==> config.mk <==
export PLATFORM = sky130hd
export DESIGN_NAME = multi_word_add_ctrl
export DESIGN_NICKNAME = d
export VERILOG_FILES = /design/src/rtl/multi_word_add_pkg.sv /design/src/rtl/slice_adder.sv /design/src/rtl/multi_word_add_ctrl.sv
export SDC_FILE = /design/constraint.sdc
export NUM_CORES = 1
export LEC_CHECK = 0
export CORE_UTILIZATION = 25
export CTS_CLUSTER_DIAMETER = 60
export DETAILED_ROUTE_END_ITERATION = 6
export PLACE_DENSITY_LB_ADDON = 0.12
export SETUP_SLACK_MARGIN = 0.15
export SLEW_MARGIN = 20
export SYNTH_ARGS = -nofsm -noshare
export SYNTH_HDL_FRONTEND = slang
export SYNTH_SLANG_ARGS = --single-unit
==> constraint.sdc <==
create_clock -name clk -period 6.1 [get_ports clk]
set_input_delay 0.915 -clock clk [delete_from_list [all_inputs] [get_ports clk]]
set_output_delay 0.915 -clock clk [all_outputs]
set_load 0.03 [all_outputs]
==> src/rtl/multi_word_add_pkg.sv <==
// Shared types and constants for the multi-word add sequencer.
package multi_word_add_pkg;

  localparam int unsigned DEF_WIDTH = 8;
  localparam int unsigned DEF_WORDS = 4;

  typedef enum logic [1:0] {
    ST_IDLE = 2'd0,
    ST_RUN  = 2'd1,
    ST_DONE = 2'd2
  } state_t;

  // Width of the slice index counter; at least one bit even for a single word.
  function automatic int unsigned idx_width(input int unsigned words);
    return (words > 1) ? $clog2(words) : 1;
  endfunction

endpackage

==> src/rtl/slice_adder.sv <==
// Combinational WIDTH-bit adder slice: {cout, sum} = a + b + cin.
module slice_adder #(
  parameter int unsigned WIDTH = 8
) (
  input  logic             cin,
  input  logic [WIDTH-1:0] a,
  input  logic [WIDTH-1:0] b,
  output logic             cout,
  output logic [WIDTH-1:0] sum
);

  // Single ripple slice with the carry-out as the extra top bit.
  assign {cout, sum} = {1'b0, a} + {1'b0, b} + (WIDTH+1)'(cin);

endmodule

==> src/rtl/multi_word_add_ctrl.sv <==
// Multi-word adder sequencer: one WIDTH-bit slice per clock, LSB slice first,
// carry held in a register between slices.
// Optional macro ADD_SUB_EN adds a 'sub' input selecting A-B.
module multi_word_add_ctrl
  import multi_word_add_pkg::*;
#(
  parameter int unsigned WIDTH = DEF_WIDTH,
  parameter int unsigned WORDS = DEF_WORDS
) (
  input  logic                   clk,
  input  logic                   rst,
`ifdef ADD_SUB_EN
  input  logic                   sub,
`endif
  input  logic                   req_valid,
  output logic                   req_ready,
  input  logic [WIDTH*WORDS-1:0] a,
  input  logic [WIDTH*WORDS-1:0] b,
  input  logic                   cin,
  output logic                   rsp_valid,
  input  logic                   rsp_ready,
  output logic [WIDTH*WORDS-1:0] sum,
  output logic                   cout,
  output logic                   busy
);

  localparam int unsigned N  = WIDTH * WORDS;
  localparam int unsigned IW = idx_width(WORDS);
  localparam logic [IW-1:0] LAST_IDX = IW'(WORDS - 1);

  state_t            state_q, state_d;
  logic [N-1:0]      a_q, b_q;
  logic [IW-1:0]     idx_q;
  logic              carry_q;
  logic              accept_c;
  logic [WIDTH-1:0]  a_slice_c, b_slice_c, s_slice_c;
  logic              co_slice_c;
  logic              cin_first_c;
`ifdef ADD_SUB_EN
  logic              sub_q;
`endif

  // Current operand slices; subtraction inverts B slice by slice.
  always_comb begin
    a_slice_c = a_q[idx_q*WIDTH +: WIDTH];
    b_slice_c = b_q[idx_q*WIDTH +: WIDTH];
`ifdef ADD_SUB_EN
    if (sub_q) b_slice_c = ~b_slice_c;
`endif
  end

  // Carry into slice 0 at capture time; subtraction forces it to 1.
  always_comb begin
    cin_first_c = cin;
`ifdef ADD_SUB_EN
    cin_first_c = cin | sub;
`endif
  end

  slice_adder #(.WIDTH(WIDTH)) u_slice (
    .cin  (carry_q),
    .a    (a_slice_c),
    .b    (b_slice_c),
    .cout (co_slice_c),
    .sum  (s_slice_c)
  );

  // Next-state logic.
  always_comb begin
    state_d  = state_q;
    accept_c = 1'b0;
    case (state_q)
      ST_IDLE: begin
        if (req_valid) begin
          accept_c = 1'b1;
          state_d  = ST_RUN;
        end
      end
      ST_RUN: begin
        if (idx_q == LAST_IDX) state_d = ST_DONE;
      end
      ST_DONE: begin
        if (rsp_ready) state_d = ST_IDLE;
      end
      default: state_d = ST_IDLE;
    endcase
  end

  // State register and registered handshake/status outputs.
  always_ff @(posedge clk or posedge rst) begin
    if (rst) begin
      state_q   <= ST_IDLE;
      req_ready <= 1'b1;
      rsp_valid <= 1'b0;
      busy      <= 1'b0;
    end else begin
      state_q   <= state_d;
      req_ready <= (state_d == ST_IDLE);
      rsp_valid <= (state_d == ST_DONE);
      busy      <= (state_d != ST_IDLE);
    end
  end

  // Operand capture, slice index, carry chain and result registers.
  always_ff @(posedge clk or posedge rst) begin
    if (rst) begin
      a_q     <= '0;
      b_q     <= '0;
      idx_q   <= '0;
      carry_q <= 1'b0;
      sum     <= '0;
      cout    <= 1'b0;
`ifdef ADD_SUB_EN
      sub_q   <= 1'b0;
`endif
    end else if (accept_c) begin
      a_q     <= a;
      b_q     <= b;
      idx_q   <= '0;
      carry_q <= cin_first_c;
`ifdef ADD_SUB_EN
      sub_q   <= sub;
`endif
    end else if (state_q == ST_RUN) begin
      sum[idx_q*WIDTH +: WIDTH] <= s_slice_c;
      carry_q <= co_slice_c;
      idx_q   <= idx_q + IW'(1);
      if (idx_q == LAST_IDX) cout <= co_slice_c;
    end
  end

endmodule

==> flow_summary_export.csv, run 1 <==
group,metric,value,unit
critical_path,reg2reg_to,"sum[23]",
critical_path,ff2ff_setup_slack,2.80,ns
critical_path,crit_required,6.30,ns
logic_synthesis,syn_nets,413,
die,rows,49,
cts,clk_latency,0.35,ns
logic_synthesis,synth-warning-count,0,
sta,finalHoldViolations,0,
critical_path,cp_max_fo,14,
pwr,p_leak,2.61,nW
logic_synthesis,synthTopCellsByArea,"dfrtp_1, mux2_2, mux4_2",
sta,setup_ws,2.80,ns
cts,ctsHoldBuffers,0,
sta,fin_crit_sh,54.0,%
min_path,min_to,"sum[17]",
status,status,"finished with violations",
drt,viasPerCell,4.53,
global_routing,antenna_found_initial,0,
pwr,finalPower,3.93,mW
cts,ctsRootBufferMaster,"clkbuf_16",
sta,tightest_slew,0.823,ns
drt,detail_route.wl_per_cell,17.6,microns
status,violations,"DRC",
sta,slew_headroom,45.1,%
critical_path,critical-path-max-stage-delay,0.75,ns
sta,fin_tns_setup,0,ns
place,dp_slack,2.76,ns
sta,fmaxAchievable,0.303,GHz
layout,drive_above_1_share,24.3,%
layout,area_growth,34.3,%
logic_synthesis,ys_seq_area_share,55.9,%
critical_path,reg2reg_from,"idx_q[0]",
sta,clock_skew,0.00862,ns
cts,numClockSinks,105,
cts,cts_buffers,9,
min_path,worstHoldPathType,"flop to flop",
run,cap_violations,0,
critical_path,cp_slowest_cell,"dfrtp_1",
critical_path,critPathKind,"flop to flop",
cts,htreeDepth,3,
logic_synthesis,async_reset_ff_share,100,%
logic_synthesis,synthCells,329,
drt,finalWirelength,11800,microns
sta,holdWs,0.481,ns
sta,setup_viol,0,
layout,layout.nets,520,
layout,multi_input_area,1980,sq um
critical_path,worstRegToRegCells,7,
critical_path,crit_arrival,3.50,ns
global_routing,grt_max_degree,65,
drt,ant_nets,0,
drt,drc,7,
critical_path,endpoint_kind,"flop",
layout,diodes,0,
die,ios,105,
sta,min_period,3.30,ns
logic_synthesis,synth_flop_cell,"dfrtp_1",
logic_synthesis,synth_top_area_cell,"dfrtp_1",
pwr,irDropWorstVdd,0.358,mV
cts,clock_path_buffers,2,
pwr,power_density,623,nW/um^2
die,core_area,18200,sq um
logic_synthesis,synth_area,4700,sq um
die,die_h,139,microns
sta,rsz0062_at_grt,"no",
die,start_util,25.8,%
drt,firstDrtPassIters,6,
cts,cts_resized,0,
critical_path,cp-start-kind,"flop",
layout,fill_cells,1777,
logic_synthesis,synthDistinctLibCells,43,
layout,seq_area,2630,sq um
global_routing,grt_pass1_vias,3309,
critical_path,setup.worst_path.start,"idx_q[0]",
cts,cts_setup_buffers,0,
die,die_x,139,microns
drt,drt-initial-drc-count,121,
min_path,hp-start,"sum[17]",
sta,maxSlewViolCount,0,
global_routing,grt_util_all_layers,13.0,%
global_routing,grt_overflow,0,
logic_synthesis,syn_avg_cell_area,14.3,sq um
drt,num_vias,3036,
cts,path_clk_slew,0.07,ns
cts,cts_tree,"yes",
die,dieArea,19400,sq um
place,routabilityCongestion,0.850,
place,dp_hpwl,9000,microns
place,port-buffer-count,104,
logic_synthesis,synth_edf_count,0,
global_routing,grt_pass1_wl,18800,microns
min_path,hold_depth,2,
logic_synthesis,yosysTopAreaCellShare,55.4,%
logic_synthesis,yosys_register_bits,105,
layout,fin_util,34.7,%
critical_path,worstPathCellList,"buf_4 > mux4_2 > ha_1 > a21oi_1 > o21ai_1 > o311ai_1 > o21ai_0",
power by group:
| group | switching, mW | internal [mW] | leakage, nW |
|---|---|---|---|
| Sequential | 0.228 | 1.00 | 1.30 |
| Combinational | 1.16 | 0.938 | 1.15 |
| Clock | 0.252 | 0.354 | 0.156 |
| Total | 1.64 | 2.30 | 2.61 |
final cells by class:
cell class / count / share of cell area (%)
inverters: 10 / 0.634
clock buffers: 13 / 4.28
well taps: 229 / 4.54
repair buffers: 107 / 16.8
multi-input cells: 203 / 31.3
flip-flops and latches: 105 / 41.6
clock inverters: 3 / 0.753
worst max-delay path, delay by kind of cell, from the launching register on:
| kind | cells | cell delay (ns) |
|---|---|---|
| flip-flops | 1 | 0.75 |
| adder cells (fa/ha/maj) | 1 | 0.38 |
| buffers and inverters | 1 | 0.36 |
| AO/OA/AOI/OAI | 4 | 1.11 |
| multiplexers | 1 | 0.55 |
flip-flops by register name, indices dropped and copies added (netlist names):
register,cells
carry_q,1
state_q,2
cout,1
b_q,32
a_q,32
req_ready,1
busy,1
rsp_valid,1
idx_q,2
sum,32
how the worst max path moves through the flow:
stage	cells after the start	endpoint
6_report	7	sum[23]
5_1_grt	7	sum[15]
4_1_cts	7	sum[23]
3_5_place_dp	7	sum[23]
3_3_place_gp	5	b_q[15]
2_1_floorplan	1	a_q[0]
placed cells by master, fill, tap and decap left out, drive strengths merged, types with 2 or more instances in the layout:
master         netlist  layout
clkbuf               1      13
nand4                3       3
mux4                16      16
xnor2                3       3
dfrtp              104     104
ha                  13      13
nor2                11      11
nand2               24      24
xor2                 2       2
clkdlybuf4s50        0     104
a211oi               2       2
or3                  2       2
a21o                 3       3
buf                 10       3
a21oi                4       4
nor3                 2       2
a22o                21      21
mux2                64      64
inv                 10      10
o21ai               17      17
fa                   2       2
clkinv               0       2
o31ai                3       3
synth_stat cells (8+ instances only):
cell	number
ha_1	13
mux4_2	16
nand2_1	22
o21ai_0	13
buf_2	9
mux2_2	60
nor2_1	8
inv_1	8
a22o_1	21
dfrtp_1	104
through the flow:
stage	instance area (sq um)	std cells
floorplan	4700	329
global placement	6000	654
detailed placement	6000	654
CTS	6310	670
global route	6310	670
finish	6310	670
routing by layer:
metal / global-route usage, % / wire length (microns) / vias to the layer above
met5: 0 / 0 / -
met4: 4.21 / 124 / 0
met3: 3.69 / 580 / 11
met2: 21.3 / 5690 / 90
met1: 16.5 / 5410 / 1501
li1: - / - / 1434
cells by family after synthesis:
| group | count (synthesis) | synth area share, % |
|---|---|---|
| AO/OA/AOI/OAI | 56 | 8.52 |
| multiplexers | 80 | 23.0 |
| adder cells (fa/ha/maj) | 15 | 4.31 |
| flip-flops | 105 | 55.9 |
| AND/OR/NAND/NOR | 47 | 5.30 |
| XOR/XNOR | 5 | 0.932 |
| buffers and inverters | 21 | 2.00 |
(Power assumes the default switching activity.)
==> inputs of run 2 (changes only) <==
clock period = 2.9 ns   (was 6.1 ns; I/O delays follow)
==> run 2 against run 1 <==
Against the previous run:
- the flow still finishes with violations (DRC)
- combinational power up 140%
- fmax grew 25%
- die area unchanged
- critical path depth increased by 3
- first-iteration DRC count grew 4.1%
- count of clock-buffer cells in the layout down 4
- critical endpoint is now sum[28]
- largest power group unchanged
==> flow_summary_export.csv, run 2 (same netlist as run 1, synthesis figures left out) <==
group,metric,value,unit
cts,ctsHoldBuffers,0,
sta,rsz0062_at_grt,"no",
sta,clock_skew,0.0101,ns
drt,num_vias,3112,
run,cap_violations,0,
place,place_area,6090,sq um
die,rows,49,
critical_path,cp_top_family,"compound AO/OA/AOI/OAI gates",
die,core_area,18200,sq um
global_routing,grt_pass1_vias,3333,
critical_path,reg2reg_from,"idx_q[0]",
critical_path,critical-path-max-stage-delay,0.53,ns
global_routing,grt_overflow,0,
layout,multi_input_area,2010,sq um
place,dp.cells,662,
global_routing,grt_util_all_layers,12.9,%
sta,fin_crit_sh,90.8,%
layout,fin_util,35.4,%
critical_path,ff2ff_setup_slack,0.27,ns
die,die_x,139,microns
status,status,"finished with violations",
cts,clk_latency,0.35,ns
critical_path,endpoint_kind,"flop",
critical_path,crit_top_cell,"fa_2",
place,dp_hpwl,8830,microns
critical_path,crit_arrival,2.88,ns
sta,holdWs,0.489,ns
place,routabilityCongestion,0.749,
critical_path,cp_slowest_cell,"mux4_2",
layout,area_growth,37.3,%
critical_path,reg2reg_to,"sum[28]",
critical_path,cp_max_fo,4,
drt,firstDrtPassIters,7,
sta,fin_tns_setup,0,ns
status,violations,"DRC",
die,ios,105,
critical_path,worstPathCellList,"mux4_2 > fa_2 > inv_2 > fa_2 > inv_1 > a21o_1 > buf_4 > a21oi_2 > xnor2_2 > a22o_1",
die,die_h,139,microns
critical_path,critPathKind,"flop to flop",
cts,cts_buffers,9,
layout,layout.nets,530,
global_routing,grt_max_degree,65,
drt,ant_nets,0,
layout,fill_cells,1742,
drt,viasPerCell,4.58,
die,dieArea,19400,sq um
drt,finalWirelength,11700,microns
layout,layoutNonFillerInstCount,680,
sta,finalHoldViolations,0,
sta,setup_viol,0,
critical_path,setup.worst_path.start,"idx_q[0]",
sta,slew_headroom,71.9,%
drt,drt-initial-drc-count,126,
min_path,worstHoldPathType,"flop to flop",
sta,maxSlewViolCount,0,
place,port-buffer-count,104,
critical_path,critical_path_buf_inv_count,3,
layout,final_common_cell,"clkdlybuf4s50_1",
pwr,irDropWorstVdd,0.678,mV
layout,diodes,0,
place,dp_slack,0.137,ns
critical_path,endpoint,"sum[28]",
pwr,finalPower,8.70,mW
die,start_util,25.8,%
pwr,power_density,1350,nW/um^2
drt,drc,6,
cts,clock_path_buffers,2,
layout,drive_above_1_share,27.7,%
sta,tightest_slew,0.421,ns
global_routing,grt_pass1_wl,18900,microns
sta,fmaxAchievable,0.380,GHz
sta,min_period,2.63,ns
cts,path_clk_slew,0.08,ns
cts,cts_tree,"yes",
layout,final_cell_mix,"clkdlybuf4s50_1, dfrtp_1, mux2_2",
global_routing,antenna_found_initial,0,
layout,reg_top3,"a_q (32), b_q (32), sum (32)",
cts,numClockSinks,105,
critical_path,cp-start-kind,"flop",
layout,final_cell_area,6450,sq um
drt,detail_route.wl_per_cell,17.1,microns
cts,htreeDepth,3,
sta,setup_ws,0.267,ns
critical_path,crit_required,3.15,ns
layout,seq_area,2630,sq um
cts,ctsRootBufferMaster,"clkbuf_16",
pwr,p_leak,2.67,nW
critical_path,worstRegToRegCells,10,
critical_path,cp_num_cells,10,
## run 2: power breakdown
group / switching (mW) / internal, mW / total [mW]
clock: 0.569 / 0.679 / 1.25
sequential: 0.394 / 2.12 / 2.51
combinational: 2.61 / 2.33 / 4.94
total: 3.58 / 5.12 / 8.70
## run 2: what timing repair did
item	CTS	global route
buffers inserted	0	2
gates resized for setup	2	8
pin swaps	0	6
endpoints found under the setup margin	8	10
## run 2: how the worst min path moves through the flow
stage | depth (start not counted) | to | start
4_1_cts | 1 | a_q[21] | a_q[21]
5_1_grt | 1 | a_q[21] | a_q[21]
3_3_place_gp | 2 | sum[17] | sum[17]
2_1_floorplan | 1 | a_q[20] | a_q[20]
6_report | 1 | a_q[21] | a_q[21]
3_5_place_dp | 1 | a_q[21] | a_q[21]
## run 2: cell type report
class / instances / area share, %
Clock buffer: 9 / 3.49
Clock inverter: 7 / 1.22
Inverter: 10 / 0.640
Multi-Input combinational cell: 203 / 31.1
Sequential cell: 105 / 40.8
Tap cell: 229 / 4.44
Timing Repair Buffer: 117 / 18.3
## run 2: per-layer routing
metal / vias to the layer above / global-route usage, % / wire length, microns
met5: - / 0 / 0
met4: 0 / 4.80 / 209
met3: 12 / 3.14 / 515
met2: 85 / 21.2 / 5740
met1: 1573 / 16.4 / 5190
li1: 1442 / - / -
==> inputs of run 3 (changes only) <==
CORE_ASPECT_RATIO = 1.75   (was not set)
clock period = 3.35 ns   (was 2.9 ns; I/O delays follow)
==> run 3 against run 2 <==
Against the previous run:
- the flow now finishes without violations
- register-to-register slack improved by 0.28 ns
- routed wire length increased by 6.9%
- non-clock buffer count decreased by 5
- global-route usage increased by 0.63 points
- largest cell class unchanged
- clock power decreased by 18%
- critical path depth decreased by 2
- largest power group unchanged
==> flow_summary_export.csv, run 3 (same netlist as run 1, synthesis figures left out) <==
group,metric,value,unit
status,status,"finished, final reports clean",
critical_path,cp_max_fo,18,
cts,cts_resized,0,
cts,cts_tree,"yes",
die,die_x,106,microns
sta,maxSlewViolCount,0,
pwr,p_leak,2.62,nW
drt,viasPerCell,4.50,
cts,cts_setup_buffers,0,
layout,multi_input_area,1980,sq um
critical_path,setup.worst_path.start,"idx_q[0]",
layout,drive_above_1_share,25.1,%
pwr,power_density,1130,nW/um^2
critical_path,crit_top_cell,"buf_4",
cts,ctsRootBufferMaster,"clkbuf_16",
sta,setup_ws,0.543,ns
min_path,worstHoldPathType,"flop to flop",
layout,diodes,0,
critical_path,ff2ff_setup_slack,0.54,ns
layout,fin_util,34.4,%
place,routabilityCongestion,0.762,
critical_path,crit_arrival,3.03,ns
global_routing,grt_pass1_wl,19000,microns
layout,final_cell_mix,"dfrtp_1, clkdlybuf4s50_1, mux2_2",
pwr,irDropWorstVdd,0.587,mV
critical_path,reg2reg_from,"idx_q[0]",
sta,setup_viol,0,
die,ios,105,
place,dp_hpwl,9850,microns
sta,tightest_slew,0.741,ns
critical_path,cp-start-kind,"flop",
die,rows,66,
drt,ant_nets,0,
global_routing,grt_overflow,0,
cts,path_clk_slew,0.07,ns
critical_path,endpoint,"sum[15]",
critical_path,cp_slowest_cell,"mux4_2",
layout,reg_top3,"a_q (32), b_q (32), sum (32)",
critical_path,critical-path-max-stage-delay,0.56,ns
critical_path,critPathKind,"flop to flop",
cts,htreeDepth,3,
layout,seq_area,2630,sq um
place,dp_slack,0.464,ns
layout,fill_cells,1876,
cts,clk_latency,0.35,ns
sta,finalHoldViolations,0,
sta,clock_skew,0.00999,ns
sta,rsz0062_at_grt,"no",
sta,min_period,2.81,ns
place,place_area,6070,sq um
die,core_area,18500,sq um
die,die_h,183,microns
run,cap_violations,0,
drt,firstDrtPassIters,4,
global_routing,antenna_found_initial,0,
cts,numClockSinks,105,
global_routing,grt_pass1_vias,3336,
drt,detail_route.wl_per_cell,18.2,microns
drt,drc,0,
critical_path,reg2reg_to,"sum[15]",
critical_path,worstRegToRegCells,8,
layout,layout.nets,525,
die,start_util,25.4,%
place,port-buffer-count,104,
cts,cts_buffers,9,
critical_path,worstPathCellList,"buf_4 > mux4_2 > ha_1 > a211oi_1 > o21ai_1 > o311ai_1 > buf_4 > o21ai_0",
drt,finalWirelength,12500,microns
sta,slew_headroom,50.2,%
die,dieArea,19400,sq um
drt,num_vias,3079,
critical_path,endpoint_kind,"flop",
layout,area_growth,35.4,%
drt,drt-initial-drc-count,113,
global_routing,grt_util_all_layers,13.5,%
layout,final_cell_area,6360,sq um
sta,fin_tns_setup,0,ns
global_routing,grt_max_degree,65,
critical_path,crit_required,3.57,ns
sta,fin_crit_sh,83.8,%
sta,holdWs,0.496,ns
cts,clock_path_buffers,2,
sta,fmaxAchievable,0.356,GHz
cts,ctsHoldBuffers,0,
-- run 3: how the worst min path moves through the flow --
stage | slack (ns) | cells after the start | from | endpoint
5_1_grt | 0.52 | 2 | sum[18] | sum[18]
4_1_cts | 0.50 | 2 | sum[10] | sum[10]
3_5_place_dp | 0.48 | 2 | sum[10] | sum[10]
3_3_place_gp | 0.48 | 2 | sum[17] | sum[17]
6_report | 0.50 | 2 | sum[17] | sum[17]
2_1_floorplan | 0.45 | 1 | a_q[20] | a_q[20]
-- run 3: layout make-up --
type / instances / area share (%)
well taps: 238 / 4.68
inverters: 10 / 0.649
multi-input cells: 203 / 31.1
flip-flops and latches: 105 / 41.3
clock buffers: 13 / 4.25
repair buffers: 112 / 17.7
clock inverters: 3 / 0.374
-- run 3: worst max-delay path: cells and delay by family (launching register included) --
family / cells / cell delay (ns)
compound gates: 4 / 0.84
mux: 1 / 0.56
buf+inv: 2 / 0.51
flops: 1 / 0.44
fa+ha+maj: 1 / 0.32
-- run 3: power by group --
group	internal, mW	switching (mW)
clock network	0.567	0.467
registers	1.83	0.364
logic	1.78	2.16
-- run 3: stage by stage --
step,cells,power [mW]
after floorplan,329,4.82
after global placement,668,6.23
after detailed placement,668,6.29
after CTS,684,7.35
after global routing,684,7.72
final,684,7.17
-- run 3: metal layers --
metal / vias to the layer above / routed length [microns] / GRT usage, %
met1: 1548 / 4330 / 13.5
li1: 1437 / - / -
met3: 20 / 364 / 2.24
met5: - / 0 / 0
met2: 74 / 7390 / 26.7
met4: 0 / 381 / 6.22
